<file path="src/rtl/band_energy_if.sv">
// Streaming interface for band_energy_accumulator: sample input handshake,
// frame abort, and the result bundle with its valid/ready handshake.
interface band_energy_if #(
    parameter int DIN_W     = 31,
    parameter int ACC_W     = 31,
    parameter int NUM_BANDS = 11
);
    logic [DIN_W-1:0]           din;
    logic                       in_valid;
    logic                       in_ready;
    logic                       clr;
    logic [NUM_BANDS*ACC_W-1:0] band_out;
    logic [ACC_W-1:0]           total_out;
    logic [NUM_BANDS:0]         sat_flags;
    logic                       out_valid;
    logic                       out_ready;

    // Producer/consumer side: feeds samples and drains results.
    modport master (
        output din, in_valid, clr, out_ready,
        input  in_ready, band_out, total_out, sat_flags, out_valid
    );

    // Accumulator side.
    modport slave (
        input  din, in_valid, clr, out_ready,
        output in_ready, band_out, total_out, sat_flags, out_valid
    );
endinterface

</file>
<file path="src/rtl/band_energy_accumulator.sv">
// Band energy accumulator: sums per-bin magnitudes of a frame into a set of
// overlapping bands plus a total over the covered bin range. Samples may
// arrive in bit-reversed bin order (FFT output order). Results of a frame are
// published with a valid/ready handshake and are never overwritten before the
// consumer takes them.
module band_energy_accumulator #(
    parameter int DIN_W     = 31,
    parameter int ACC_W     = 31,
    parameter int FRAME_LEN = 128,
    parameter int NUM_BANDS = 11,
    parameter int BAND_SPAN = 3,
    parameter int BAND_STEP = 1,
    parameter int BIN0      = 0,
    parameter int BITREV    = 1
) (
    input logic         clk,
    input logic         rst_n,
    band_energy_if.slave bus
);

    localparam int CNT_W    = (FRAME_LEN > 1) ? $clog2(FRAME_LEN) : 1;
    localparam int TOT_SPAN = (NUM_BANDS - 1) * BAND_STEP + BAND_SPAN;

    // Add a sample to an accumulator, clamping at full scale. The MSB of the
    // result reports that the clamp was applied.
    function automatic logic [ACC_W:0] sat_add(input logic [ACC_W-1:0] a,
                                               input logic [DIN_W-1:0] d);
        logic [ACC_W:0] s;
        s = {1'b0, a} + (ACC_W+1)'(d);
        if (s[ACC_W])
            return {1'b1, {ACC_W{1'b1}}};
        return s;
    endfunction

    // Mirror the counter bits to recover the natural bin index.
    function automatic logic [CNT_W-1:0] bit_rev(input logic [CNT_W-1:0] v);
        logic [CNT_W-1:0] r;
        for (int i = 0; i < CNT_W; i++)
            r[i] = v[CNT_W-1-i];
        return r;
    endfunction

    logic [CNT_W-1:0]           cnt;
    logic [CNT_W-1:0]           k;
    logic [31:0]                k32;
    logic                       last;
    logic                       ready;
    logic                       take;

    logic [ACC_W-1:0]           acc [NUM_BANDS];
    logic [ACC_W-1:0]           acc_tot;
    logic [NUM_BANDS-1:0]       flg;
    logic                       flg_tot;

    logic [NUM_BANDS-1:0]       hit;
    logic                       hit_tot;
    logic [ACC_W:0]             band_nx [NUM_BANDS];
    logic [ACC_W:0]             tot_nx;
    logic [NUM_BANDS-1:0]       band_ovf;
    logic                       tot_ovf;
    logic [NUM_BANDS*ACC_W-1:0] band_vec;

    logic [NUM_BANDS*ACC_W-1:0] band_q;
    logic [ACC_W-1:0]           total_q;
    logic [NUM_BANDS:0]         sat_q;
    logic                       out_valid_q;

    assign k    = (BITREV != 0) ? bit_rev(cnt) : cnt;
    assign k32  = 32'(k);
    assign last = (cnt == CNT_W'(FRAME_LEN - 1));

    // Only the frame-closing sample can be blocked: it would overwrite results
    // the consumer has not taken yet.
    assign ready = !(last && out_valid_q && !bus.out_ready);
    // A sample presented together with a frame abort is dropped.
    assign take  = bus.in_valid && ready && !bus.clr;

    // Range checks use unsigned wrap-around: k below the band start wraps to
    // a huge value and fails the span compare.
    for (genvar b = 0; b < NUM_BANDS; b++) begin : g_band
        localparam int LO = BIN0 + b * BAND_STEP;
        assign hit[b]      = (k32 - 32'(LO)) < 32'(BAND_SPAN);
        assign band_nx[b]  = hit[b] ? sat_add(acc[b], bus.din) : {1'b0, acc[b]};
        assign band_ovf[b] = band_nx[b][ACC_W];
        assign band_vec[b*ACC_W +: ACC_W] = band_nx[b][ACC_W-1:0];
    end

    assign hit_tot = (k32 - 32'(BIN0)) < 32'(TOT_SPAN);
    assign tot_nx  = hit_tot ? sat_add(acc_tot, bus.din) : {1'b0, acc_tot};
    assign tot_ovf = tot_nx[ACC_W];

    // Running frame state: bin counter, band/total accumulators, sticky flags.
    always_ff @(posedge clk or negedge rst_n) begin
        if (!rst_n) begin
            cnt     <= '0;
            acc_tot <= '0;
            flg     <= '0;
            flg_tot <= 1'b0;
            for (int b = 0; b < NUM_BANDS; b++)
                acc[b] <= '0;
        end else if (bus.clr || (take && last)) begin
            cnt     <= '0;
            acc_tot <= '0;
            flg     <= '0;
            flg_tot <= 1'b0;
            for (int b = 0; b < NUM_BANDS; b++)
                acc[b] <= '0;
        end else if (take) begin
            cnt     <= cnt + 1'b1;
            acc_tot <= tot_nx[ACC_W-1:0];
            flg     <= flg | band_ovf;
            flg_tot <= flg_tot | tot_ovf;
            for (int b = 0; b < NUM_BANDS; b++)
                acc[b] <= band_nx[b][ACC_W-1:0];
        end
    end

    // Result registers: load on frame completion, hold until consumed.
    always_ff @(posedge clk or negedge rst_n) begin
        if (!rst_n) begin
            band_q      <= '0;
            total_q     <= '0;
            sat_q       <= '0;
            out_valid_q <= 1'b0;
        end else if (take && last) begin
            band_q      <= band_vec;
            total_q     <= tot_nx[ACC_W-1:0];
            sat_q       <= {flg_tot | tot_ovf, flg | band_ovf};
            out_valid_q <= 1'b1;
        end else if (out_valid_q && bus.out_ready) begin
            out_valid_q <= 1'b0;
        end
    end

    assign bus.in_ready  = ready;
    assign bus.band_out  = band_q;
    assign bus.total_out = total_q;
    assign bus.sat_flags = sat_q;
    assign bus.out_valid = out_valid_q;

endmodule

</file>
<file path="src/flat_wrapper.sv">
// flat-port wrapper written by rule: the top's interface ports become plain ports
module band_energy_accumulator_flat 
#(
    parameter int DIN_W     = 31,
    parameter int ACC_W     = 31,
    parameter int FRAME_LEN = 128,
    parameter int NUM_BANDS = 11,
    parameter int BAND_SPAN = 3,
    parameter int BAND_STEP = 1,
    parameter int BIN0      = 0,
    parameter int BITREV    = 1
)
  (clk, rst_n, bus_din, bus_in_valid, bus_clr, bus_out_ready, bus_in_ready, bus_band_out, bus_total_out, bus_sat_flags, bus_out_valid);
  band_energy_if #(.DIN_W(DIN_W), .ACC_W(ACC_W), .NUM_BANDS(NUM_BANDS)) bus_i ();
  input logic clk;
  input logic rst_n;
  input wire logic [$bits(bus_i.din)-1:0] bus_din;
  input wire logic [$bits(bus_i.in_valid)-1:0] bus_in_valid;
  input wire logic [$bits(bus_i.clr)-1:0] bus_clr;
  input wire logic [$bits(bus_i.out_ready)-1:0] bus_out_ready;
  output wire logic [$bits(bus_i.in_ready)-1:0] bus_in_ready;
  output wire logic [$bits(bus_i.band_out)-1:0] bus_band_out;
  output wire logic [$bits(bus_i.total_out)-1:0] bus_total_out;
  output wire logic [$bits(bus_i.sat_flags)-1:0] bus_sat_flags;
  output wire logic [$bits(bus_i.out_valid)-1:0] bus_out_valid;
  assign bus_i.din = bus_din;
  assign bus_i.in_valid = bus_in_valid;
  assign bus_i.clr = bus_clr;
  assign bus_i.out_ready = bus_out_ready;
  assign bus_in_ready = bus_i.in_ready;
  assign bus_band_out = bus_i.band_out;
  assign bus_total_out = bus_i.total_out;
  assign bus_sat_flags = bus_i.sat_flags;
  assign bus_out_valid = bus_i.out_valid;
  band_energy_accumulator #(.DIN_W(DIN_W), .ACC_W(ACC_W), .FRAME_LEN(FRAME_LEN), .NUM_BANDS(NUM_BANDS), .BAND_SPAN(BAND_SPAN), .BAND_STEP(BAND_STEP), .BIN0(BIN0), .BITREV(BITREV)) u_core (.clk(clk), .rst_n(rst_n), .bus(bus_i));
endmodule
</file>
<file path="config.mk">
export PLATFORM = sky130hd
export DESIGN_NAME = band_energy_accumulator_flat
export DESIGN_NICKNAME = d
export VERILOG_FILES = /design/src/rtl/band_energy_if.sv /design/src/rtl/band_energy_accumulator.sv /design/src/flat_wrapper.sv
export SDC_FILE = /design/constraint.sdc
export NUM_CORES = 2
export LEC_CHECK = 0
export CORE_MARGIN = 1
export CORE_UTILIZATION = 54
export CTS_CLUSTER_DIAMETER = 40
export DETAILED_ROUTE_END_ITERATION = 7
export PLACE_DENSITY = 0.78
export SYNTH_ARGS = -nofsm -noshare
export SYNTH_HDL_FRONTEND = slang
export SYNTH_SLANG_ARGS = --single-unit
</file>
<file path="constraint.sdc">
create_clock -name clk -period 3.45 [get_ports clk]
set_clock_uncertainty 0.15 [all_clocks]
set_input_delay 0.5175 -clock clk [delete_from_list [all_inputs] [get_ports clk]]
set_output_delay 0.5175 -clock clk [all_outputs]
set_load 0.02 [all_outputs]
</file>
Yosys cells after proc, flatten, opt, wreduce, memory -nomap -nowiden
Cells that the tools add are included.
- add/subtract/negate cells: 23
- $lt $le $gt $ge: 12
- eq/ne operators: 1
- mux-type cells: 60
- bitwise operators: 2
- reductions and logical operators: 12
- operators by type and width (cell ; count):
    32-bit 2-to-1 mux ; 36
    341-bit 2-to-1 mux ; 2
    31-bit by 31-bit adder with 32-bit output ; 12
    32-bit by 2-bit < comparator with 1-bit output, second input constant ; 10
    31-bit 2-to-1 mux ; 2
    7-bit by 3-bit subtractor with 8-bit output, second input constant ; 4
    7-bit by 4-bit subtractor with 8-bit output, second input constant ; 3
    11-bit 2-to-1 mux ; 2
    1-bit 2-to-1 mux ; 16
    7-bit by 2-bit subtractor with 8-bit output, second input constant ; 2
    7-bit 2-to-1 mux ; 2
    11-bit bitwise OR ; 1
    7-bit by 1-bit subtractor with 8-bit output, second input constant ; 1
    7-bit by 1-bit adder with 7-bit output, second input constant ; 1
    7-bit == test, second input constant ; 1
    7-bit by 2-bit < comparator with 1-bit output, second input constant ; 1
    7-bit by 4-bit < comparator with 1-bit output, second input constant ; 1
    1-bit logical AND ; 6
    2-bit nonzero test ; 2
    1-bit logical NOT ; 3
    1-bit logical OR ; 1
    1-bit bitwise OR ; 1
- bits in registers: 776
- input bits: 36
- word-level logic and storage cells: 129

Logic depth before layout (Yosys ltp)
- word-level depth: 9
- gate-level depth with buffers: 15
- depth with buffers taken out: 12

Worst setup path after synthesis
OpenSTA, ideal clock, no wires.
- path type: input to register
- start: input bus_din[0]
- end: register u_core.acc[18] (netlist bit)
- setup time: 119 ps
- arrival time: 3243 ps
- required time: 3181 ps
- slack: -62 ps
- cell stages on the path: 12
- path buffers: 0
- cells stage by stage: ha_1 > fa_1 > a211oi_1 > o21ai_1 > a221oi_2 > nand2b_1 > o21bai_1 > a211o_1 > a311o_1 > a211oi_2 > nor2_1 > o21a_1
- longest elaborated chain between the ends: 6
- RTL lines (what ; line ; RTL):
    start, declared ; flat_wrapper.sv:17 ; input wire logic [$bits(bus_i.din)-1:0] bus_din;
    31-bit by 31-bit adder with 32-bit output * ; band_energy_accumulator.sv:29 ; s = {1'b0, a} + (ACC_W+1)'(d);
    1-bit 2-to-1 mux ; band_energy_accumulator.sv:30 ; if (s[ACC_W])
    32-bit 2-to-1 mux * ; band_energy_accumulator.sv:32 ; return s;
    32-bit 2-to-1 mux * ; band_energy_accumulator.sv:83 ; assign band_nx[b] = hit[b] ? sat_add(acc[b], bus.din) : {1'b0, acc[b]};
    341-bit 2-to-1 mux * ; band_energy_accumulator.sv:108 ; end else if (take) begin
    341-bit 2-to-1 mux * ; band_energy_accumulator.sv:101 ; end else if (bus.clr || (take && last)) begin
    end signal, assigned by index ; band_energy_accumulator.sv:114 ; acc[b] <= band_nx[b][ACC_W-1:0];
    end, declared ; band_energy_accumulator.sv:50 ; logic [ACC_W-1:0] acc [NUM_BANDS];
Mark *: on every way between the ends. The rest lies on a longest branch, timed or not. The select of a mux whose other input is x is not followed.
A chain may end at the register's enable or synchronous reset.

Worst setup path after layout
- start: register u_core.acc[0] (netlist bit)
- end: register u_core.acc[18] (netlist bit)
- longest elaborated chain between the ends: 6
- RTL lines (what ; line):
    31-bit by 31-bit adder with 32-bit output * ; band_energy_accumulator.sv:29
    1-bit 2-to-1 mux ; band_energy_accumulator.sv:30
    32-bit 2-to-1 mux * ; band_energy_accumulator.sv:32
    32-bit 2-to-1 mux * ; band_energy_accumulator.sv:83
    341-bit 2-to-1 mux * ; band_energy_accumulator.sv:108
    341-bit 2-to-1 mux * ; band_energy_accumulator.sv:101
Marks and branches as above.

==> impl_metrics.json <==
{
  "slowest_stage": "dfrtp_1",
  "rsz0062_at_grt": "yes",
  "grt_usage_pct": 41.10,
  "avgRoutedWirePerCell_um": 22.73,
  "io_buffer_count": 421,
  "worst_ep_required_time_ps": 3930,
  "final_util_pct": 76.38,
  "final_common_cell": "buf_4",
  "worstMarginPinSlew_ps": 922.4,
  "synthTopCellsByArea": "dfrtp_1, ha_1, o21ai_0",
  "htreeDepth": 4,
  "die-area_um2": 98200,
  "insertion_delay_ps": 770,
  "fp.dieW_um": 313.4,
  "first_iter_violations": 5817,
  "fin_cells": 9119,
  "leakagePower_nw": 35.89,
  "cp-start-kind": "flop",
  "async_flop_share_pct": 100.0,
  "synth.avg_cell_area_um2": 8.408,
  "yosysTopAreaCellShare_pct": 37.09,
  "wl_um": 207300,
  "endpoint_kind": "flop",
  "status": "finished clean",
  "gp_congestion": 0.9879,
  "yosys.area.top_type": "dfrtp_1",
  "fin_crit_sh_pct": 99.50,
  "viasPerCell": 6.166,
  "total_power_mw": 27.75,
  "overflow": 0,
  "drive_gt1_share_pct": 22.60,
  "combPwrFrac_pct": 16.9,
  "die_height_um": 313.4,
  "ys_seq_area_share_pct": 37.09,
  "cts_buffers": 134,
  "clockBufferDepth": 3,
  "syn_inst": 6227,
  "switching_share_pct": 29.15,
  "root_buffer": "clkbuf_16",
  "cp_slowest_stage_delay_ps": 420,
  "hpwl_um": 152200,
  "clk_pin_slew_ps": 60,
  "ant_nets": 0,
  "route.detailed.drc": 0,
  "slew_violations": 0,
  "fin_tns_setup_ps": 0,
  "grt_pass1_vias": 54009,
  "cts_tree": "built",
  "ioPinCount": 422,
  "p_int_mw": 19.66,
  "core_um2": 95580,
  "synth_area_um2": 52350,
  "area_growth_pct": 39.44,
  "synth-edff-count": 0,
  "period_needed_ps": 3433,
  "rows": 113,
  "synthDistinctLibCells": 109,
  "layout.nets": 8172,
  "cap_violations": 0,
  "final_cell_mix": "buf_4, nand2_1, dfrtp_1",
  "start_util_pct": 54.78,
  "max_freq_ghz": 0.2913,
  "numClockSinks": 776,
  "synth_seq_cells": 776,
  "critPathKind": "reg2reg",
  "setup_violations": 0,
  "clock_power_share_pct": 49.2,
  "placedCellCount": 8835,
  "arrival_ps": 3910,
  "path_max_fanout": 3,
  "synth_flop_cell": "dfrtp_1",
  "vias": 56226,
  "hold_viol_final": 0,
  "path_delay_family": "compound AO/OA/AOI/OAI gates",
  "p_sw_mw": 8.089,
  "grt_pass1_wl_um": 312200,
  "yosysWarnings": 0,
  "power_density_nw_per_um2": 380.1,
  "grt_max_degree": 91,
  "path_cells": "ha_4 > fa_2 > a211oi_4 > o21ai_2 > a221oi_2 > nand2b_4 > o21bai_4 > a211o_1 > a311o_1 > a211oi_2 > nor2_1 > o21a_1",
  "dr.pass1.iters": 8,
  "synthesis.nets": 6658,
  "cp.buffers_inverters": 0,
  "antenna_found_initial": 3,
  "hold_class": "in2async",
  "vdd_drop_max_v": 0.0005219,
  "seqPwrFrac_pct": 33.9,
  "maxSlewHeadroom_pct": 38.28
}
-- synth_stat cells, types with 10 or more instances --
| cell type | count |
|---|---|
| a2111oi_0 | 10 |
| a211o_1 | 26 |
| a211oi_1 | 101 |
| a21o_1 | 293 |
| a21oi_1 | 553 |
| a221o_1 | 12 |
| a22o_1 | 55 |
| a31o_2 | 11 |
| a31oi_1 | 62 |
| a41oi_1 | 11 |
| and2_1 | 27 |
| and3_1 | 54 |
| buf_1 | 26 |
| buf_2 | 34 |
| clkbuf_1 | 270 |
| dfrtp_1 | 776 |
| fa_1 | 12 |
| ha_1 | 383 |
| inv_1 | 76 |
| mux2_2 | 13 |
| mux2i_1 | 17 |
| nand2_1 | 916 |
| nand2b_1 | 40 |
| nand3_1 | 105 |
| nand4_1 | 49 |
| nor2_1 | 539 |
| nor2b_1 | 37 |
| nor3_1 | 94 |
| o211ai_1 | 38 |
| o21a_1 | 61 |
| o21ai_0 | 724 |
| o21ai_1 | 28 |
| o21bai_1 | 47 |
| o221ai_1 | 18 |
| o22a_1 | 10 |
| o22ai_1 | 64 |
| o2bb2ai_1 | 18 |
| o31ai_1 | 75 |
| or3_1 | 34 |
| xnor2_1 | 203 |
| xor2_1 | 112 |
-- power groups by stage --
stage / clock (mW) / sequential, mW / combinational (mW)
after floorplan: 0 / 9.54 / 2.20
after global placement: 0 / 9.55 / 4.38
after detailed placement: 0 / 9.55 / 4.45
after CTS: 13.7 / 9.40 / 4.53
after global routing: 14.1 / 9.41 / 5.02
final: 13.7 / 9.41 / 4.68
-- layout make-up --
| type | instances | area (um^2) |
|---|---|---|
| inverters | 80 | 306.5 |
| flip-flops and latches | 776 | 19420 |
| well taps | 1265 | 1583 |
| clock buffers | 158 | 3670 |
| diodes | 3 | 7.507 |
| fillers | 6950 | 22570 |
| multi-input cells | 5030 | 32110 |
| clock inverters | 88 | 953.4 |
| repair buffers | 1719 | 14960 |
-- path summary, 6_finish.rpt --
check	from	end	slack [ps]	depth (start not counted)
min reg2reg	u_core.bus.band_out[163]	u_core.bus.band_out[163]	330	2
min in group clk	bus_din[0]	u_core.acc[62]	320	5
min	rst_n	u_core.bus.band_out[265]	230	2
max	u_core.acc[0]	u_core.acc[18]	20	12
max in group asynchronous	rst_n	u_core.acc[263]	1900	3
max reg2reg	u_core.acc[0]	u_core.acc[18]	20	12
-- worst register-to-register path, cell delays in order (launching register included) --
cell and delay, ps:
dfrtp_1 420, ha_4 190, fa_2 390, a211oi_4 250, o21ai_2 90, a221oi_2 300
nand2b_4 200, o21bai_4 60, a211o_1 330, a311o_1 290, a211oi_2 330, nor2_1 80
o21a_1 230
-- layer usage --
layer	wire [um]	part of all wire, %	global-route usage, %
met1	82890	40	53.90
met2	93400	45	64.12
met5	0	0	0
met4	11820	5.7	21.96
met3	19150	9.2	8.293
-- cell families after synthesis --
family,count (synthesis),share of synthesized area [%]
adder cells (fa/ha/maj),395,9.612
multiplexers,30,0.6046
buffers and inverters,421,3.214
flip-flops,776,37.09
XOR/XNOR,315,5.270
AND/OR/NAND/NOR,1946,15.99
AO/OA/AOI/OAI,2344,28.22
-- per-stage QoR --
step / setup WS, ps / hold WS (ps) / cell area, um^2
2_1_floorplan: 11.23 / 71.91 / 52370
3_3_place_gp: -577.0 / 308.3 / 67310
3_5_place_dp: -638.0 / 317.6 / 67310
4_1_cts: -1.958 / 229.9 / 72120
5_1_grt: -83.86 / 271.8 / 73000
6_report: 17.40 / 231.2 / 73000
-- flip-flops by register name, indices dropped and copies added, names as in the netlist --
name / count
u_core.flg_tot: 1
u_core.bus.out_valid: 1
u_core.bus.sat_flags: 12
u_core.cnt: 7
u_core.bus.band_out: 341
u_core.flg: 11
u_core.acc: 341
u_core.acc_tot: 31
u_core.bus.total_out: 31
-- repair_timing --
action / in CTS / in global routing
buffers inserted: 4 / 28
gates resized for setup: 25 / 152
endpoints found under the hold margin: 53 / 0
setup endpoints to repair: 67 / 321
cloned: 1 / 1
pin swaps: 9 / 62
hold buffers: 1 / 0
(Power assumes the default switching activity.)
